==> src/rtl/multicycle_ctrl.sv <==
// Multi-cycle control FSM: sequences fetch, decode, execute, memory and write-back,
// drives datapath strobes from the current state and counts retired instructions.
module multicycle_ctrl #(
    parameter int CNT_W = 32
) (
    input  logic             clk,
    input  logic             rst_n,
    input  logic             halt,
    input  logic             imem_ack,
    input  logic             dmem_ack,
    input  logic             is_r,
    input  logic             is_i,
    input  logic             is_l,
    input  logic             is_s,
    input  logic             is_b,
    input  logic             is_j,
    input  logic             is_jr,
    input  logic             is_lui,
    input  logic             is_auipc,
    input  logic             rd_valid,
    input  logic             br_taken,
    output logic             imem_req,
    output logic             ir_we,
    output logic             dmem_req,
    output logic             dmem_we,
    output logic             rf_we,
    output logic             pc_we,
    output logic [1:0]       pc_sel,
    output logic [2:0]       state,
    output logic             illegal,
    output logic [CNT_W-1:0] instret
);

    typedef enum logic [2:0] {
        S_FETCH  = 3'd0,
        S_DECODE = 3'd1,
        S_EXEC   = 3'd2,
        S_MEM    = 3'd3,
        S_WB     = 3'd4,
        S_TRAP   = 3'd5
    } state_t;

    typedef enum logic [3:0] {
        C_NONE  = 4'd0,
        C_JR    = 4'd1,
        C_J     = 4'd2,
        C_B     = 4'd3,
        C_S     = 4'd4,
        C_L     = 4'd5,
        C_R     = 4'd6,
        C_I     = 4'd7,
        C_LUI   = 4'd8,
        C_AUIPC = 4'd9
    } cls_t;

    localparam logic [1:0] PC_PLUS4 = 2'd0;
    localparam logic [1:0] PC_BR    = 2'd1;
    localparam logic [1:0] PC_JAL   = 2'd2;
    localparam logic [1:0] PC_JALR  = 2'd3;

    state_t            state_q, state_d;
    cls_t              cls_q, cls_d;
    cls_t              dec_cls;
    logic [CNT_W-1:0]  instret_q, instret_d;

    logic              imem_req_c;
    logic              ir_we_c;
    logic              dmem_req_c;
    logic              dmem_we_c;
    logic              rf_we_c;
    logic              pc_we_c;
    logic [1:0]        pc_sel_c;
    logic              illegal_c;

    // is_i and is_jr can both be set for JALR, so the priority order matters.
    always_comb begin
        if (is_jr)         dec_cls = C_JR;
        else if (is_j)     dec_cls = C_J;
        else if (is_b)     dec_cls = C_B;
        else if (is_s)     dec_cls = C_S;
        else if (is_l)     dec_cls = C_L;
        else if (is_r)     dec_cls = C_R;
        else if (is_i)     dec_cls = C_I;
        else if (is_lui)   dec_cls = C_LUI;
        else if (is_auipc) dec_cls = C_AUIPC;
        else               dec_cls = C_NONE;
    end

    always_comb begin
        state_d    = state_q;
        cls_d      = cls_q;
        imem_req_c = 1'b0;
        ir_we_c    = 1'b0;
        dmem_req_c = 1'b0;
        dmem_we_c  = 1'b0;
        rf_we_c    = 1'b0;
        pc_we_c    = 1'b0;
        pc_sel_c   = PC_PLUS4;
        illegal_c  = 1'b0;

        case (state_q)
            S_FETCH: begin
                imem_req_c = !halt;
                if (!halt && imem_ack) begin
                    ir_we_c = 1'b1;
                    state_d = S_DECODE;
                end
            end
            S_DECODE: begin
                cls_d   = dec_cls;
                state_d = (dec_cls == C_NONE) ? S_TRAP : S_EXEC;
            end
            S_EXEC: begin
                case (cls_q)
                    C_B: begin
                        pc_we_c  = 1'b1;
                        pc_sel_c = br_taken ? PC_BR : PC_PLUS4;
                        state_d  = S_FETCH;
                    end
                    C_S, C_L: state_d = S_MEM;
                    default:  state_d = S_WB;
                endcase
            end
            S_MEM: begin
                dmem_req_c = 1'b1;
                dmem_we_c  = (cls_q == C_S);
                if (dmem_ack) begin
                    if (cls_q == C_S) begin
                        pc_we_c = 1'b1;
                        state_d = S_FETCH;
                    end else begin
                        state_d = S_WB;
                    end
                end
            end
            S_WB: begin
                rf_we_c = rd_valid;
                pc_we_c = 1'b1;
                if (cls_q == C_J)       pc_sel_c = PC_JAL;
                else if (cls_q == C_JR) pc_sel_c = PC_JALR;
                else                    pc_sel_c = PC_PLUS4;
                state_d = S_FETCH;
            end
            S_TRAP: begin
                illegal_c = 1'b1;
            end
            default: begin
                state_d = S_TRAP;
            end
        endcase
    end

    always_comb begin
        instret_d = instret_q;
        if (pc_we_c) instret_d = instret_q + {{(CNT_W-1){1'b0}}, 1'b1};
    end

    always_ff @(posedge clk or negedge rst_n) begin
        if (!rst_n) begin
            state_q   <= S_FETCH;
            cls_q     <= C_NONE;
            instret_q <= '0;
        end else begin
            state_q   <= state_d;
            cls_q     <= cls_d;
            instret_q <= instret_d;
        end
    end

    // FETCH would otherwise raise imem_req during reset, so every strobe is gated by rst_n.
    assign imem_req = rst_n & imem_req_c;
    assign ir_we    = rst_n & ir_we_c;
    assign dmem_req = rst_n & dmem_req_c;
    assign dmem_we  = rst_n & dmem_we_c;
    assign rf_we    = rst_n & rf_we_c;
    assign pc_we    = rst_n & pc_we_c;
    assign pc_sel   = rst_n ? pc_sel_c : PC_PLUS4;
    assign illegal  = rst_n & illegal_c;
    assign state    = state_q;
    assign instret  = instret_q;

endmodule

==> config.mk <==
export PLATFORM = sky130hd
export DESIGN_NAME = multicycle_ctrl
export DESIGN_NICKNAME = d
export VERILOG_FILES = /design/src/rtl/multicycle_ctrl.sv
export SDC_FILE = /design/constraint.sdc
export NUM_CORES = 1
export LEC_CHECK = 0
export CORE_AREA = 2 2 72 74
export CTS_BUF_LIST = sky130_fd_sc_hd__clkbuf_8
export DETAILED_ROUTE_END_ITERATION = 10
export DIE_AREA = 0 0 74 76
export PLACE_DENSITY = 0.81
export SYNTH_ARGS = -nofsm -noshare
export SYNTH_HDL_FRONTEND = slang
export SYNTH_SLANG_ARGS = --single-unit
==> constraint.sdc <==
create_clock -name clk -period 2 [get_ports clk]
set_input_delay 0.3 -clock clk [delete_from_list [all_inputs] [get_ports clk]]
set_output_delay 0.3 -clock clk [all_outputs]
set_load 0.005 [all_outputs]
* After elaboration in Yosys (flattened, before gate mapping) *
Cells that the tools add are included.
Widths: inputs -> output; s select.

operators by class
  $add $sub $neg = 1
  eq/ne operators = 12
  mux-type cells = 32
  bitwise gates (word level) = 8
  reductions and logical operators = 6

operators with widths
  cell                   count
  $mux 4                 9
  $add 32x1->32 const B  1
  $pmux 3 s6             1
  $mux 1                 12
  $mux 3                 4
  $eq 4x2->1 const B     2
  $eq 4x3->1 const B     2
  $and 1x1->1            7
  $eq 3x2->1 const B     2
  $eq 3x3->1 const B     2
  $mux 2                 3
  $pmux 3 s2             1
  $eq 4x1->1 const B     1
  $logic_not 4->1        1
  $ne 2x2->1 const B     2
  $pmux 2 s2             1
  $eq 3x1->1 const B     1
  $logic_not 3->1        1
  $pmux 1 s3             1
  $reduce_and 3->1       1
  $reduce_or 2->1        1
  $logic_and 1x1->1      1
  $logic_not 1->1        1
  $not 1->1              1

word-level totals
  register bits = 39
  word-level logic and storage cells = 62

* Depth between registers and ports, before layout *
Gate-level depths: netlist (run 1).

  depth after elaboration = 12
  gate-level depth with buffers = 7
  gate-level depth less buffers = 5

* Worst setup path before layout (run 1) *
No wires, ideal clock.

  path type = register to register
  start point = register state_q[0] (netlist: state[0])
  end point = register instret_q[31] (netlist: instret[31])
  setup time = 0.123 ns
  arrival = 1.739 ns
  data required time = 1.877 ns
  path slack = 0.138 ns
  stages on the path, launching flop included = 7
  path buffers = 1
  cell sequence = dfrtp_1 -> buf_2 -> nor3b_1 -> a32oi_1 -> and2_4 -> or4_4 -> xnor2_2

on the way
  longest elaborated chain between the ends = 2
  elaborated cells on any way between the ends = 4
  classes of those cells = 3 x eq/ne; 1 x mux

RTL lines
  what                                             RTL line  RTL
  start, declared                                  61        state_t state_q, state_d;
  start signal, assigned                           164       state_q <= state_d;
  $eq 3x3->1 / $eq 3x2->1 (equally long branches)  101       case (state_q)
  $pmux 1 s3 (*)                                   101
  end signal, assigned                             166       instret_q <= instret_d;
  end, declared                                    64        logic [CNT_W-1:0] instret_q, instret_d;

Every way passes the cells marked *; elsewhere a longest branch is shown, timed or not.
A chain may end at the register's enable or synchronous reset.

* Worst setup path in the final report (run 1) *
  start point = register state_q[1] (netlist: state[1])
  end point = output port pc_sel[1]

on the way
  longest elaborated chain between the ends = 3
  elaborated cells on any way between the ends = 4
  classes of those cells = 2 x eq/ne; 2 x mux

RTL lines
  what                                             RTL line  RTL
  $eq 3x3->1 / $eq 3x2->1 (equally long branches)  101
  $pmux 2 s2 (*)                                   101
  $mux 2 (*)                                       177       assign pc_sel = rst_n ? pc_sel_c : PC_PLUS4;
  end, declared                                    28        output logic [1:0] pc_sel,

Marked as above.

==> results.py, run 1 <==
metrics = {
    "power": {
        "ir_drop_v": 0.000387,
        "internal-power_w": 0.00182,
        "p_sw_w": 0.000929,
        "sw_frac_of_total_pct": 33.8,
        "power_density_nw_per_um2": 884,
        "p_clk_share_pct": 19.9,
        "cellLeakagePower_nw": 1.37,
        "combPwrFrac_pct": 41.6,
        "seq_power_share_pct": 38.5,
        "p_total_w": 0.00275,
    },
    "place": {
        "gp_congestion": 0.852,
        "port_buffers": 59,
        "hpwl_um": 3650,
    },
    "synthesis": {
        "syn_nets": 218,
        "synth_top_area_share_pct": 47.4,
        "yosysTopAreaCell": "dfrtp_1",
        "seq_area_frac_synth_pct": 47.4,
        "yosys_warnings": 0,
        "ys_seq_elements": 39,
        "syn_area_um2": 2060,
        "ys_types": 42,
        "ys_async_sr_fraction_pct": 100,
        "synthCells": 201,
        "synth-edff-count": 0,
        "synth.avg_cell_area_um2": 10.2,
        "synth.area.top_cells": "dfrtp_1, xnor2_1, nand3_1, and3_1, nand4_1",
        "synth_ff_type": "dfrtp_1",
    },
    "floorplanning": {
        "dieArea_um2": 5620,
        "start_util_pct": 41.9,
        "std_cell_rows": 26,
        "die_w_um": 74,
        "core_um2": 4910,
        "die_y_um": 76,
        "pin_count": 60,
    },
    "timing": {
        "fmax_mhz": 509,
        "min_period_over_period_pct": 98.2,
        "tightest_slew_ns": 0.373,
        "rsz0062_at_grt": "true",
        "setup_viol": 0,
        "min_period_ns": 1.96,
        "slew_violations": 0,
        "finalClockSkew_ns": 0.00831,
        "timing.slew.headroom_pct": 75.1,
        "finalHoldViolations": 0,
    },
    "critical_path": {
        "crit_required_ns": 1.70,
        "end_kind": "output port",
        "critPathTopFamily": "buffers and inverters",
        "worstSetupPathType": "reg2out",
        "path_buf_inv": 3,
        "path_max_fanout": 7,
        "max_stage_delay_ns": 0.47,
        "arrival_ns": 1.66,
        "cp_cell_sequence": "buf_6 -> nor2_4 -> buf_4 -> and2_4 -> and4_1 -> dlygate4sd2_1",
        "crit_path_start_kind": "register",
        "slowest_stage": "dfrtp_2",
    },
    "clock_network": {
        "cts.clk_slew.worst_paths_ns": 0.08,
        "h-tree-depth": 2,
        "clk_latency_ns": 0.30,
        "cts_tree": "done",
        "cts_max_path_buffers": 2,
        "cts-buffers-inserted": 5,
        "cts.sink_count": 39,
        "clockRootBuffer": "clkbuf_8",
    },
    "final_layout": {
        "area_growth_pct": 51.0,
        "fin_nets": 310,
        "layout-drive-gt1-share_pct": 20.8,
        "final_util_pct": 63.2,
        "diodes": 0,
        "num-fill-cells": 394,
    },
    "route": {
        "vias": 1871,
        "drc": 0,
        "routedWlPerCell_um": 14.6,
        "ant_nets": 0,
        "first_pass_iters": 4,
        "drt-initial-drc-count": 81,
        "drt-vias-per-instance": 5.15,
        "wl_um": 5300,
    },
    "min_path": {
        "min_path_type": "in2async",
    },
    "grt": {
        "grt_pass1_vias": 1829,
        "antenna_found_initial": 0,
        "grt_first_pass_wirelength_um": 8710,
        "grt_usage_pct": 19.7,
        "grt_start_max_net_pins": 31,
        "gr-total-overflow": 0,
    },
    "flow_run": {
        "max-cap-violations": 0,
    },
    "status": {
        "status": "complete, no violations",
    },
}
## through the flow
stage                     setup WS [ns]  area [µm²]  setup TNS, ns  cells  hold slack, ns
after global placement         -0.00827        2880       -0.00827    348           0.171
final                            0.0364        3110              0    363          0.0572
after CTS                       -0.0928        3030         -0.251    360          0.0602
after global routing            -0.0421        3110        -0.0594    363          0.0875
after floorplan                   0.138        2060              0    201         0.00441
after detailed placement         -0.108        2880         -0.291    348           0.177
## metal layers
metal  vias up  routed length [µm]  track usage (%)
met3        10                 256             4.63
met5         -                   0                0
met1       911                2370             27.2
met4         0                  78             6.18
li1        901                   -                -
met2        49                2600             30.4
## registers in the layout (all words and copies together), names as in the netlist
signal   count
state        3
instret     32
cls_q        4
## timing repair
| item | CTS | global route |
|---|---|---|
| pin swaps | 4 | 9 |
| endpoints found under the setup margin | 8 | 32 |
| gates resized for setup | 15 | 18 |
| setup buffers | 4 | 3 |
| hold buffers | 1 | 0 |
| hold endpoints to repair | 3 | 0 |
| gates cloned | 0 | 2 |
## worst register-to-register path, delay by kind of cell, from the launching register on
kind	cells	cell delay (ns)
buffers and inverters	2	0.31
XOR/XNOR	1	0.14
flip-flops	1	0.47
AND/OR/NAND/NOR	4	0.89
## power by group through the flow
stage	registers (W)	clock network, W	logic (W)
floorplan	0.00102	0	0.000490
global placement	0.00103	0	0.000956
detailed placement	0.00103	0	0.000980
CTS	0.00104	0.000555	0.00103
global route	0.00107	0.000592	0.00124
finish	0.00106	0.000546	0.00114
## logic make-up (layout without fill, tap and decap cells)
group                    Yosys count  after routing  synth area share [%]
multiplexers                       2              2                  1.09
flip-flops                        39             39                  47.4
buffers and inverters             10            102                  2.19
AND/OR/NAND/NOR                   94             94                  27.0
adder cells (fa/ha/maj)            1              1                 0.608
AO/OA/AOI/OAI                     23             23                  7.66
XOR/XNOR                          32             32                  14.0
## synthesized netlist by cell type (2+ instances only)
cell type,instances
xor2_1,2
a21oi_1,5
o21bai_1,2
dfrtp_1,39
nand2_1,13
and4_1,5
inv_1,4
buf_2,3
nand3_1,18
clkbuf_1,2
and2_1,5
nor3b_1,2
nor2_1,13
o21ai_0,5
and3_1,11
nor4_1,2
mux2_2,2
o31ai_1,2
a22o_1,2
nor2b_1,5
nand4_1,9
a2bb2oi_1,2
xnor2_1,29
## final timing paths
path                                               from                      end  slack (ns)  cells past startpoint
worst max-delay path               state[1]$_DFFE_PN0P_                pc_sel[1]        0.04                      6
worst min-delay path                              rst_n  instret[13]$_DFFE_PN0P_        0.06                      2
worst max register to register     state[1]$_DFFE_PN0P_  instret[31]$_DFFE_PN0P_        0.08                      7
worst min register to register  instret[30]$_DFFE_PN0P_  instret[30]$_DFFE_PN0P_        0.50                      1
max in group asynchronous                         rst_n     state[2]$_DFFE_PN0P_        1.30                      2
min in group clk                instret[30]$_DFFE_PN0P_  instret[30]$_DFFE_PN0P_        0.50                      1
## cells in the final DEF (no fill, tap or decap), drive strengths merged, types with 2 or more instances in the layout
cell	netlist	layout
nor2	13	13
dlygate4sd2	0	4
a21oi	5	5
and3	11	11
a22o	2	2
nor4	2	2
dlymetal6s2s	0	3
or4	2	2
nand3	18	18
nor4b	2	2
xor2	2	2
and4	5	5
nor3	2	2
clkdlybuf4s50	0	49
nor3b	2	2
o21bai	2	2
nand4	9	9
o21ai	5	5
and2	7	7
a2bb2oi	2	2
nand2	13	13
o31ai	2	2
xnor2	30	30
dfrtp	39	39
mux2	2	2
buf	4	32
clkbuf	2	7
nor2b	5	5
inv	4	4
## cell type report
cell class                      instances  area [µm²]  share of cell area (%)
Tap cell                               70        87.6                    2.82
Multi-Input combinational cell        152        1100                    35.6
Clock inverter                          1        5.00                   0.161
Clock buffer                            6        82.6                    2.66
Timing Repair Buffer                   91         832                    26.8
Sequential cell                        39         980                    31.5
Inverter                                4        15.0                   0.483
No activity file was read; power rests on OpenSTA's default activity.
==> run 2, diff against run 1 <==
- CORE_AREA: 2 2 72 74 -> 2 2 68 70
- DIE_AREA: 0 0 74 76 -> 0 0 70 72
- PLACE_DENSITY: 0.81 -> 0.86
- clock period: 2 -> 2.15 ns (I/O delays scaled with it)
==> results.py, run 2 (synthesis gave the netlist of run 1 again) <==
metrics = {
    "route": {
        "drt-initial-drc-count": 107,
        "wl_um": 5350,
        "first_pass_iters": 4,
        "drt-vias-per-instance": 5.54,
        "vias": 1877,
        "routedWlPerCell_um": 15.8,
        "ant_nets": 0,
        "drc": 0,
    },
    "timing": {
        "setup_tns_ns": 0,
        "fmax_mhz": 473,
        "min_period_over_period_pct": 98.3,
        "slew_violations": 0,
        "rsz0062_at_grt": "false",
        "finalHoldViolations": 0,
        "min_period_ns": 2.11,
        "setup_slack_ns": 0.0360,
        "tightest_slew_ns": 0.519,
        "setup_viol": 0,
        "finalClockSkew_ns": 0.00641,
        "timing.slew.headroom_pct": 65.3,
    },
    "clock_network": {
        "clk_latency_ns": 0.29,
        "cts_tree": "done",
        "cts-buffers-inserted": 5,
        "clockRootBuffer": "clkbuf_8",
        "cts_max_path_buffers": 2,
        "cts.clk_slew.worst_paths_ns": 0.08,
        "h-tree-depth": 2,
        "cts.sink_count": 39,
    },
    "grt": {
        "grt_pass1_vias": 1812,
        "grt-busiest-layer": "met2",
        "grt_usage_pct": 21.4,
        "met2_usage_pct": 37.4,
        "antenna_found_initial": 0,
        "grt_first_pass_wirelength_um": 8670,
        "use_met3_pct": 3.47,
        "grt_start_max_net_pins": 18,
        "gr-total-overflow": 0,
        "met1_usage_pct": 27.3,
    },
    "final_layout": {
        "num-fill-cells": 298,
        "final_cell_mix": "clkdlybuf4s50_1, dfrtp_1, xnor2_1",
        "multi_input_area_um2": 1080,
        "area_growth_pct": 46.4,
        "largest_register_ffs": 32,
        "layout-drive-gt1-share_pct": 18.5,
        "diodes": 0,
        "fin_nets": 303,
        "ff_latch_area_um2": 982,
        "final_common_cell": "clkdlybuf4s50_1",
        "fin_area_um2": 3010,
    },
    "floorplanning": {
        "pin_count": 60,
        "core_um2": 4260,
        "die_y_um": 72,
        "dieArea_um2": 5040,
        "die_w_um": 70,
        "start_util_pct": 48.2,
        "std_cell_rows": 24,
    },
    "place": {
        "port_buffers": 59,
        "gp_congestion": 0.875,
        "dpl_cell_area_um2": 2770,
        "hpwl_um": 3600,
        "pre_cts_ws_ns": -0.0243,
    },
    "power": {
        "combPwrFrac_pct": 40.3,
        "sw_frac_of_total_pct": 34.4,
        "ir_drop_v": 0.000414,
        "p_clk_share_pct": 19.5,
        "p_total_w": 0.00246,
        "internal-power_w": 0.00162,
        "seq_power_share_pct": 40.2,
        "p_sw_w": 0.000847,
        "cellLeakagePower_nw": 1.30,
        "power_density_nw_per_um2": 817,
    },
    "critical_path": {
        "end_kind": "output port",
        "r2r_slack_ns": 0.13,
        "arrival_ns": 1.79,
        "path_max_fanout": 4,
        "crit_required_ns": 1.83,
        "crit_path_start_kind": "register",
        "worstSetupPathType": "reg2out",
    },
    "flow_run": {
        "max-cap-violations": 0,
    },
    "min_path": {
        "min_path_type": "in2async",
    },
    "status": {
        "status": "complete, no violations",
    },
}
run 2: cell types whose count changed in the layout (fill, tap and decap cells not counted), sizes merged:
cell	previous run	this run
dlygate4sd2	4	2
dlymetal6s2s	3	2
buf	32	24
clkinvlp	0	1
clkdlybuf4s50	49	53
inv	4	5
clkdlybuf4s15	1	0
run 2: stage by stage:
stage,hold slack (ns),util (%),cells
3_3_place_gp,0.248,64.9,318
3_5_place_dp,0.263,64.9,318
6_report,0.152,70.6,339
5_1_grt,0.182,70.6,339
4_1_cts,0.146,69.2,335
2_1_floorplan,0.0269,-,201
run 2: layout make-up:
cell class	count	share of cell area, %
clock inverter	3	0.540
sequential	39	32.6
multi-input combinational	152	36.0
tap	52	2.16
timing repair buffer	84	25.9
inverter	4	0.499
clock buffer	5	2.29
run 2: power groups by stage:
stage / sequential [W] / clock (W) / combinational, W
after detailed placement: 0.000993 / 0 / 0.000777
after floorplan: 0.000949 / 0 / 0.000456
after global routing: 0.00100 / 0.000513 / 0.00106
after global placement: 0.000986 / 0 / 0.000758
final: 0.000989 / 0.000481 / 0.000992
after CTS: 0.000984 / 0.000488 / 0.000897
run 2: path summary, 6_finish.rpt:
| path | from | to | depth (start not counted) |
|---|---|---|---|
| max | state[2]$_DFFE_PN0P_ | pc_sel[0] | 6 |
| min reg2reg | instret[17]$_DFFE_PN0P_ | instret[17]$_DFFE_PN0P_ | 1 |
| min in group clk | instret[17]$_DFFE_PN0P_ | instret[17]$_DFFE_PN0P_ | 1 |
| min | rst_n | instret[28]$_DFFE_PN0P_ | 2 |
| max reg2reg | cls_q[1]$_DFFE_PN0P_ | instret[14]$_DFFE_PN0P_ | 8 |
| max in group asynchronous | rst_n | state[1]$_DFFE_PN0P_ | 2 |
run 2: metal layers:
layer	share of wire, %	wire, µm	vias up
li1	-	-	892
met1	44	2330	918
met2	50	2700	61
met3	4.7	254	6
met4	1.3	71	0
met5	0	0	-
run 2: worst max-delay path, cell delays in order, from the launching register on:
cell,delay (ns)
dfrtp_1,0.43
buf_4,0.17
nor3b_2,0.25
nand3_1,0.11
o21ai_1,0.08
and4_1,0.22
dlygate4sd2_1,0.24
run 2: repair_timing:
action / in CTS / in global routing
endpoints found under the setup margin: 6 / 16
gates resized for setup: 14 / 12
hold endpoints to repair: 9 / 0
hold buffers: 1 / 0
pin swaps: 4 / 6
cloned: 0 / 1
buffers inserted: 8 / 3
